$ cat config.mk
export PLATFORM = sky130hd
export DESIGN_NAME = sm_accumulator_flat
export DESIGN_NICKNAME = d
export VERILOG_FILES = /design/src/rtl/sm_accumulator_if.sv /design/src/rtl/sm_accumulator.sv /design/src/flat_wrapper.sv
export SDC_FILE = /design/constraint.sdc
export NUM_CORES = 1
export LEC_CHECK = 0
export ABC_AREA = 1
export CAP_MARGIN = 20
export CORE_ASPECT_RATIO = 1.2
export CORE_MARGIN = 10
export CORE_UTILIZATION = 45
export DETAILED_ROUTE_END_ITERATION = 7
export PLACE_DENSITY = 0.72
export SETUP_SLACK_MARGIN = 0.05
export SYNTH_ARGS = -nofsm -noshare
export SYNTH_HDL_FRONTEND = slang
export SYNTH_SLANG_ARGS = --single-unit
$ cat constraint.sdc
create_clock -name clk -period 2.2 [get_ports clk]
set_input_delay 0.55 -clock clk [delete_from_list [all_inputs] [get_ports clk]]
set_output_delay 0.55 -clock clk [all_outputs]
set_load 0.005 [all_outputs]
$ cat src/rtl/sm_accumulator_if.sv
// sm_accumulator_if: start/operand handshake and result bus of the sign-magnitude accumulator.
interface sm_accumulator_if #(
    parameter int W = 5
);
    logic         start;
    logic         in_valid;
    logic         in_ready;
    logic [W-1:0] in_data;
    logic [W-1:0] acc;
    logic         ovflw;
    logic         busy;
    logic         done;

    modport master (
        output start, in_valid, in_data,
        input  in_ready, acc, ovflw, busy, done
    );

    modport slave (
        input  start, in_valid, in_data,
        output in_ready, acc, ovflw, busy, done
    );
endinterface

$ cat src/rtl/sm_accumulator.sv
// sm_accumulator: sequential sign-magnitude accumulator over bursts of N_OPS operands.
// Build option SM_ACC_SAT_EN: when defined, a magnitude overflow saturates acc to the
// maximum magnitude; when undefined, the carry is dropped and the low bits are kept.
module sm_accumulator #(
    parameter int W     = 5,
    parameter int N_OPS = 4
) (
    input  logic          clk,
    input  logic          rst_n,
    sm_accumulator_if.slave bus
);
    typedef enum logic [1:0] {IDLE, ACCUM, DONE} state_t;

`ifdef SM_ACC_SAT_EN
    localparam logic LP_SAT = 1'b1;
`else
    localparam logic LP_SAT = 1'b0;
`endif
    localparam logic [7:0] LP_N = 8'(N_OPS);

    state_t       r_state;
    state_t       w_next;
    logic [W-1:0] r_acc;
    logic         r_ovflw;
    logic [7:0]   r_count;

    logic [W-2:0] w_a_mag;
    logic [W-2:0] w_b_mag;
    logic         w_a_sgn;
    logic         w_b_sgn;
    logic [W-1:0] w_sum;
    logic         w_same;
    logic         w_a_ge;
    logic         w_ovf;
    logic [W-2:0] w_res_mag;
    logic         w_res_sgn;
    logic         w_accept;
    logic         w_start_ok;

    assign w_accept   = bus.in_valid && (r_state == ACCUM);
    assign w_start_ok = bus.start && (r_state != ACCUM);

    // Sign-magnitude add of the running total and the incoming operand; -0 is folded to +0.
    always_comb begin
        w_a_mag   = r_acc[W-2:0];
        w_b_mag   = bus.in_data[W-2:0];
        w_a_sgn   = r_acc[W-1] & (|w_a_mag);
        w_b_sgn   = bus.in_data[W-1] & (|w_b_mag);
        w_sum     = {1'b0, w_a_mag} + {1'b0, w_b_mag};
        w_same    = (w_a_sgn == w_b_sgn);
        w_a_ge    = (w_a_mag >= w_b_mag);
        w_ovf     = w_same & w_sum[W-1];
        w_res_mag = w_same ? ((w_ovf && LP_SAT) ? '1 : w_sum[W-2:0])
                           : (w_a_ge ? w_a_mag - w_b_mag : w_b_mag - w_a_mag);
        w_res_sgn = (|w_res_mag) & (w_same ? w_a_sgn : (w_a_ge ? w_a_sgn : w_b_sgn));
    end

    // Next-state: start is honoured only outside ACCUM; the N_OPS-th accept ends the burst.
    always_comb begin
        w_next = r_state;
        case (r_state)
            IDLE, DONE: w_next = bus.start ? ACCUM : r_state;
            ACCUM:      w_next = (w_accept && (r_count + 8'd1 == LP_N)) ? DONE : ACCUM;
            default:    w_next = IDLE;
        endcase
    end

    // State register.
    always_ff @(posedge clk) begin
        if (!rst_n) r_state <= IDLE;
        else        r_state <= w_next;
    end

    // Datapath: an honoured start clears the burst, each accept folds one operand in.
    always_ff @(posedge clk) begin
        if (!rst_n) begin
            r_acc   <= '0;
            r_ovflw <= 1'b0;
            r_count <= '0;
        end else if (w_start_ok) begin
            r_acc   <= '0;
            r_ovflw <= 1'b0;
            r_count <= '0;
        end else if (w_accept) begin
            r_acc   <= {w_res_sgn, w_res_mag};
            r_ovflw <= r_ovflw | w_ovf;
            r_count <= r_count + 8'd1;
        end
    end

    assign bus.in_ready = (r_state == ACCUM);
    assign bus.busy     = (r_state == ACCUM);
    assign bus.done     = (r_state == DONE);
    assign bus.acc      = r_acc;
    assign bus.ovflw    = r_ovflw;
endmodule
$ cat src/flat_wrapper.sv
// flat-port wrapper written by rule: the top's interface ports become plain ports
module sm_accumulator_flat 
#(
    parameter int W     = 5,
    parameter int N_OPS = 4
)
  (clk, rst_n, bus_start, bus_in_valid, bus_in_data, bus_in_ready, bus_acc, bus_ovflw, bus_busy, bus_done);
  sm_accumulator_if #(.W(W)) bus_i ();
  input  logic clk;
  input  logic rst_n;
  input wire logic [$bits(bus_i.start)-1:0] bus_start;
  input wire logic [$bits(bus_i.in_valid)-1:0] bus_in_valid;
  input wire logic [$bits(bus_i.in_data)-1:0] bus_in_data;
  output wire logic [$bits(bus_i.in_ready)-1:0] bus_in_ready;
  output wire logic [$bits(bus_i.acc)-1:0] bus_acc;
  output wire logic [$bits(bus_i.ovflw)-1:0] bus_ovflw;
  output wire logic [$bits(bus_i.busy)-1:0] bus_busy;
  output wire logic [$bits(bus_i.done)-1:0] bus_done;
  assign bus_i.start = bus_start;
  assign bus_i.in_valid = bus_in_valid;
  assign bus_i.in_data = bus_in_data;
  assign bus_in_ready = bus_i.in_ready;
  assign bus_acc = bus_i.acc;
  assign bus_ovflw = bus_i.ovflw;
  assign bus_busy = bus_i.busy;
  assign bus_done = bus_i.done;
  sm_accumulator #(.W(W), .N_OPS(N_OPS)) u_core (.clk(clk), .rst_n(rst_n), .bus(bus_i));
endmodule
==> results.txt <==
outcome = finished, final reports clean
grt total ovfl = 0
placed cells = 262
Die ar. = 5670 um^2
Post-Syn Nets = 223
Pwr Density = 403 nW/um^2
YS warnings = 0
DR DRC count = 0
area grow syn2layout = 30.7%
H-Tree Depth = 1
DR iter-0 viols = 45
CTS tree = yes
register area share after synthesis = 23.3%
Skew-Pair Late Insertion Delay = 290 ps
Die Wd = 70.4 um
critical path data required time = 1650 ps
Final WS setup = 162 ps
CTS Buffer Depth = 2
Syn Std Cell Area = 1370 um^2
worst slew pin tran = 266 ps
via count = 1285
# IOs = 18
Crit Path Max Fanout = 4
crit path kind = register to output port
Final Cycle Share = 92.6%
Power, Total = 0.723 mW
Worst Skew = 4.58 ps
ANT cells = 0
fin cells = 265
layout cells sized above 1 = 22.5%
Mapped Cells = 197
Worst slew margin = 82.2%
total core area = 2860 um^2
post-synthesis register bit count = 16
vias in the first global route = 1267
Place WS = -401 ps
GPL Wtd Cong = 0.908
Top Usage Layer GRT = met2
Max VDD drop = 0.346 mV
met2 Track Usage GR = 21.6%
Antenna Nets Post-Route = 0
worst hold path class = register to register
final hold violation count = 0
unrepaired setup endpoints after global routing = false
GRT Util Overall = 11.4%
Arr. time, crit path = 1490 ps
Post CTS Setup Buffer Count = 0
Vias per Instance = 4.85
final setup TNS = 0 ps
mean post-synth cell area = 6.97 um^2
num rows = 21
detailed placer's ending HPWL = 2610 um
cell chosen for the clock root = clkbuf_4
Yosys cell types = 30
Max-Cap Viols = 0
final WL = 3280 um
largest net degree at the start of global routing = 17
Global Route met1 Usage = 12.0%
Max Slew Vio Count = 0
met3 Usage GRT = 1.97%
Worst setup SP type = register
clock transition at the registers of the reported paths = 90 ps
port bufs = 17
FILL cells = 265
Leak = 0.905 nW
NumNets Final = 259
first-pass GRT wire length = 5430 um
crit path time final = 2040 ps
total CTS buffers = 3
routed len/inst = 12.4 um
Worst setup EP type = output port
antenna violations before repair = 0
clk sinks = 16
Initial Util = 47.9%
Final setup violation count = 0
Max Freq = 491 MHz
Die Ht = 80.5 um
Pre-antenna DRT Iters = 5
[report_power, final]
| group | internal [mW] | switching (mW) | total (mW) |
|---|---|---|---|
| Combinational | 0.120 | 0.139 | 0.259 |
| Sequential | 0.300 | 0.0116 | 0.312 |
| Clock | 0.0637 | 0.0893 | 0.153 |
| Total | 0.483 | 0.240 | 0.723 |
[synthesized netlist by cell type (all sizes together)]
master | instances | area (um^2)
nand2 | 54 | 223
inv | 33 | 124
nor2 | 18 | 86.3
a21oi | 16 | 91.3
dfxtp | 16 | 320
ha | 14 | 175
nand3 | 12 | 65.1
o21ai | 10 | 61.3
xor2 | 6 | 52.6
o211ai | 4 | 35.0
buf | 3 | 23.8
fa | 3 | 60.1
clkinv | 2 | 8.75
o21a | 2 | 15.0
xnor2 | 2 | 17.5
a211oi | 1 | 7.51
nand4 | 1 | 6.26
[worst paths after layout]
| kind | start | cells past startpoint | slack [ps] | end |
|---|---|---|---|---|
| worst min-delay path | u_core.bus.ovflw | 1 | 480 | u_core.bus.ovflw |
| worst max register to register | u_core.bus.acc[0] | 16 | 300 | u_core.bus.acc[4] |
| worst min register to register | u_core.bus.ovflw | 1 | 480 | u_core.bus.ovflw |
| worst max-delay path | u_core.r_state[0] | 3 | 160 | bus_busy |
[sequential cells by signal, indices dropped and copies added, names as in the netlist]
| signal | flops |
|---|---|
| u_core.bus.ovflw | 1 |
| u_core.bus.acc | 5 |
| u_core.r_state | 2 |
| u_core.r_count | 8 |
[cell families after synthesis]
logic type                 share of synthesized area (%)
and+or+nand+nor                                     27.7
AOI/OAI and AO/OA                                   15.3
xor gates and xnor gates                            5.11
buffers and inverters                               11.4
DFF                                                 23.3
adders and majority gates                           17.1
[worst max-delay path, cell delays in order (launching register included)]
cell	delay, ps
dfxtp_1	400
nand2_2	130
inv_1	140
clkdlybuf4s50_1	530
[metrics by stage]
step / area, um^2 / util [%] / hold WS [ps]
finish: 1790 / 62.6 / 477
global route: 1790 / 62.6 / 503
CTS: 1720 / 59.9 / 489
detailed placement: 1690 / 59.0 / 468
global placement: 1690 / 59.0 / 454
floorplan: 1370 / - / 464
[routing by layer]
metal,wire length [um],share of wire (%),vias up
met5,0,0,-
met4,49,1.5,0
met3,116,3.5,5
met2,1700,52,15
met1,1410,43,581
li1,-,-,684
[final cells by class]
cell class | instances | area, um^2 | area share, %
clock buffer | 3 | 22.5 | 1.26
inverter | 35 | 133 | 7.39
multi-input combinational | 143 | 973 | 54.3
sequential | 16 | 320 | 17.9
tap | 34 | 42.5 | 2.37
timing repair buffer | 34 | 303 | 16.9
[cells in the final DEF (no fill, tap or decap), drive strengths merged, types with 4 or more instances in the layout]
cell,netlist,final
o21ai,10,10
a21oi,16,16
clkdlybuf4s50,0,14
nand3,12,12
nor2,18,18
ha,14,14
nand2,54,54
xor2,6,6
inv,33,33
dfxtp,16,16
buf,3,17
o211ai,4,4
[timing repair]
item | in CTS | in global routing
resized for setup | 3 | 17
endpoints found under the setup margin | 4 | 4
pin swaps | 0 | 1
endpoints found under the hold margin | 0 | 0
hold buffers | 0 | 0
No activity file was read; power rests on OpenSTA's default activity.
==> RTL edit 1: new RTL, config.mk and constraints unchanged <==
`W` is set to 5 in 3 places; all go to 10.
--- a/src/rtl/sm_accumulator_if.sv
+++ b/src/rtl/sm_accumulator_if.sv
@@ -2,3 +2,3 @@
 interface sm_accumulator_if #(
-    parameter int W = 5
+    parameter int W = 10
 );
--- a/src/rtl/sm_accumulator.sv
+++ b/src/rtl/sm_accumulator.sv
@@ -4,3 +4,3 @@
 module sm_accumulator #(
-    parameter int W     = 5,
+    parameter int W     = 10,
     parameter int N_OPS = 4
--- a/src/flat_wrapper.sv
+++ b/src/flat_wrapper.sv
@@ -3,3 +3,3 @@
 #(
-    parameter int W     = 5,
+    parameter int W     = 10,
     parameter int N_OPS = 4
Interface: changed (resized bus_acc and bus_in_data); port bits go from 18 to 28. The function was not compared with the original's and may differ.
==> RTL edit 1 against the unedited design <==
Count of clock-buffer cells in the layout did not move; sequential cell count rose by 5; critical path depth rose by 12; total power rose by 94%; routed wire length rose to 2.7 times the old value; largest power group is now combinational cells; core utilization rose by 5.4 points; first-iteration DRC count rose to 4.3 times the old value; sequential share of layout area fell by 6.9 points; via count rose by 140%; non-clock buffer count rose by 75; critical endpoint is now u_core.bus.acc[9]; setup slack got worse by 0.088 ns; design area rose by 120%; fmax fell by 4.1%; synthesized area rose by 95%.
==> RTL edit 1: results (changes against the unedited design) <==
Status
  • Status: finished clean

Final layout
  • Finished Layout Cells: 620 (+130%)
  • FILL cells: 516 (+95%)
  • N_diodes: 0 (unchanged)
  • Max FFs per register: 10 (+2)
  • Layout cells sized above 1: 0.333 (+0.108)
  • Final net count: 586 (+130%)

Clocking
  • Reg clk slew, reported paths: 0.08 ns
  • CTS root buf: clkbuf_8

Synth
  • Post-Synthesis Mean Instance Area: 6.10 sq um (-12%)
  • Synth unique cells: 31 (+3.3%)
  • Post-synthesis sequential area ratio: 0.157 (-0.0761)
  • Commonest cells post-synth: 129 x nand2_1, 83 x inv_1, 38 x nand3_1
  • Synth top area cells: nand2_1 18%, dfxtp_1 16%, ha_1 13%, inv_1 12%, nand3_1 7.1%
  • Syn Nets: 483 (+120%)

Global routing
  • Total GRT Usage: 0.176 (+0.0624)
  • Vias in the first global route: 3150 (+150%)
  • Global-route wire length before repair: 14000 um (+160%)

Setup path
  • Worst path top cell family by delay: simple AND/OR/NAND/NOR gates
  • FF-to-FF path depth: 15 (-1)
  • Critical Path Sink: u_core.bus.acc[9]
  • CP Launch Point: u_core.bus.acc[2]
  • Max stage delay on crit path: 0.34 ns (-0.19 ns)
  • Worst R2R Setup Slack: 0.07 ns (-0.23 ns)
  • Critical path peak fanout: 5 (+1)
  • Arr. time, crit path: 2.28 ns (+0.79 ns)

Place
  • Port bufs: 27 (+10)
  • Placed cell count: 607 (+130%)
  • Dpl cell area: 3500 sq um (+110%)
  • Final HPWL DP: 6700 um (+160%)

Timing
  • Slew HR: 0.765 (-0.0576)
  • Worst Skew: 0.00239 ns (-0.00219 ns)

Detailed routing
  • Drt total wl: 8920 um (+170%)
  • DRT iter0 DRCs: 195 (+330%)
  • Vias per cell: 5.04 (+3.9%)

Min path
  • WHS Path Cells: 2 (+1)
==> RTL edit 1: timing repair <==
action	4_1_cts	5_1_grt
buffers inserted	3	6
gates resized for setup	68	45
setup endpoints to repair	10	9
pin swaps	18	25
==> RTL edit 1: cell families (layout without fill, tap and decap cells) <==
group	Yosys count	in the layout	synth area share
buffers and inverters	96	198	0.153
DFF	21	21	0.157
xor gates and xnor gates	15	15	0.0492
and+or+nand+nor	224	224	0.375
AOI/OAI and AO/OA	51	51	0.113
adders and majority gates	31	31	0.154
==> RTL edit 1: per-layer routing <==
layer	vias to the layer above	track usage	wire, um
li1	1558	-	-
met1	1436	0.189	3690
met2	107	0.326	4560
met3	24	0.0224	330
met4	0	0.0911	338
met5	-	0	0
==> RTL edit 1: area by class of cell <==
type                            instances  area [sq um]  area share
Multi-Input combinational cell        321          2130       0.549
Clock inverter                          1          5.00     0.00129
Sequential cell                        21           424       0.109
Inverter                               85           319      0.0822
Timing Repair Buffer                  109           862       0.222
Clock buffer                            3          41.3      0.0106
Tap cell                               80           100      0.0258
==> RTL edit 1: per-stage QoR <==
step	worst slack, ns	total power [W]
after global placement	-0.711	0.00104
after global routing	-0.0620	0.00148
final	0.0738	0.00140
after detailed placement	-0.712	0.00104
after CTS	0.0521	0.00135
after floorplan	0.0601	0.000772
==> RTL edit 1: worst register-to-register path, delay by kind of cell (launching register included) <==
kind	cells	cell delay [ns]
AOI/OAI and AO/OA	2	0.22
xor gates and xnor gates	1	0.15
adders and majority gates	1	0.30
buffers and inverters	3	0.27
DFF	1	0.34
and+or+nand+nor	8	0.74
==> RTL edit 1: where the power goes <==
part           switching, W  internal, W
Clock              0.000126     0.000126
Sequential        0.0000113     0.000394
Combinational      0.000406     0.000337
Total              0.000543     0.000857
==> RTL edit 2: new RTL, same settings <==
Made on the original files. The 3 states of `state_t` get a one-hot encoding in 3 bits.
--- a/src/rtl/sm_accumulator.sv
+++ b/src/rtl/sm_accumulator.sv
@@ -11,3 +11,3 @@
 );
-    typedef enum logic [1:0] {IDLE, ACCUM, DONE} state_t;
+    typedef enum logic [2:0] {IDLE = 3'b001, ACCUM = 3'b010, DONE = 3'b100} state_t;
 
Check against the original RTL: no difference found for any inputs over 10 cycles, from zero or initial values and one cycle with rst_n low; not proved beyond that.
==> RTL edit 2 against the unedited design <==
Register-to-register slack got worse by 0.03 ns; hold slack improved by 0.020 ns; via count rose by 1.6%; die area rose by 1.7%; design area fell by 1.4%; count of clock-buffer cells in the layout rose by 1; setup slack got worse by 0.036 ns; core utilization fell by 4.2 points; sequential power rose by 6.7%; total power fell by 1.7%; synthesized area rose by 2.4%; sequential cell count rose by 1; routed wire length fell by 7.6%; critical endpoint is now u_core.bus.acc[4]; largest cell class unchanged.
==> RTL edit 2: results (changes against the unedited design) <==
Status
  • Status: finished clean

Pwr
  • Combinational Power Share: 0.295 (-0.063)
  • Clk. pwr: 0.000169 W (+10%)
  • VDD IR max: 401 uV (+16%)
  • Pleak: 0.869 nW (-4.0%)
  • Sw Share: 0.315 (-0.0173)

Synth
  • Synth unique cells: 27 (-10%)
  • Post-Synthesis Mean Instance Area: 6.85 sq um (-1.6%)
  • Synth top area cells: dfxtp_1 24%, nand2_1 12%, ha_1 12%, inv_1 9.3%, a21oi_1 5.7%
  • Syn Nets: 230 (+3.1%)
  • Post-synthesis sequential area ratio: 0.242 (+0.00884)

Global routing
  • Largest net degree at the start of global routing: 11 (-6)
  • Vias in the first global route: 1247 (-1.6%)
  • Total GRT Usage: 0.107 (-0.00692)
  • Global-route wire length before repair: 5260 um (-3.1%)

Detailed routing
  • Drt total wl: 3030 um (-7.6%)
  • Via Count: 1305 (+1.6%)
  • Drt pass-1 iters: 4 (-1)

Timing
  • Worst Max-Slew Pin Slew: 0.292 ns (+0.0255 ns)
  • Worst Skew: 0.00768 ns (+0.00311 ns)

Place
  • GP Congestion: 0.845 (-7.0%)
  • Port bufs: 17 (unchanged)
  • Pre-CTS WS: -0.430 ns (-0.0295 ns)

Setup path
  • CP max-delay cell: clkdlybuf4s50_1
  • Critical path peak fanout: 6 (+2)

Final layout
  • Final net count: 264 (+1.9%)
  • Finished Layout Cells: 274 (+3.4%)
RTL edit 2: cell families after synthesis:
family,count (synthesis),share of synthesized area
AND/OR/NAND/NOR,86,0.268
buffers and inverters,42,0.129
AO/OA/AOI/OAI,37,0.159
flip-flops,17,0.242
adder cells (fa/ha/maj),16,0.159
XOR/XNOR,7,0.0436
RTL edit 2: path summary, 6_finish.rpt:
path	startpoint	end	slack [ns]	cells past startpoint
setup / recovery	bus_in_data[2]	u_core.bus.acc[4]	0.13	14
hold / removal	u_core.bus.ovflw	u_core.bus.ovflw	0.50	1
setup reg to reg	u_core.bus.acc[0]	u_core.bus.acc[4]	0.27	16
hold reg to reg	u_core.bus.ovflw	u_core.bus.ovflw	0.50	1
RTL edit 2: metal layers:
layer  vias up  global-route usage  wire length (um)
li1        713                   -                 -
met1       563               0.127              1400
met2        25               0.185              1430
met3         4              0.0329               185
met4         0              0.0233                19
met5         -                   0                 0
RTL edit 2: worst register-to-register path, delay by kind of cell (launching register included):
family | cells | cell delay, ns
buffers and inverters | 3 | 0.20
adders and majority gates | 2 | 0.51
and+or+nand+nor | 10 | 0.69
AOI/OAI and AO/OA | 1 | 0.05
DFF | 1 | 0.38
RTL edit 2: through the flow:
stage,utilization,area [sq um]
3_5_place_dp,0.562,1700
6_report,0.584,1770
4_1_cts,0.571,1730
3_3_place_gp,0.562,1700
5_1_grt,0.584,1770
2_1_floorplan,-,1410
RTL edit 2: area by class of cell:
cell class | count | area (sq um)
sequential | 17 | 340
inverter | 38 | 144
fill | 305 | 1260
multi-input combinational | 146 | 925
clock buffer | 4 | 26.3
tap | 36 | 45.0
timing repair buffer | 33 | 289
RTL edit 2: repair_timing:
item,CTS,global route
hold buffers,0,0
resized for setup,1,8
pin swaps,0,1
gates cloned,0,0
setup endpoints to repair,4,5
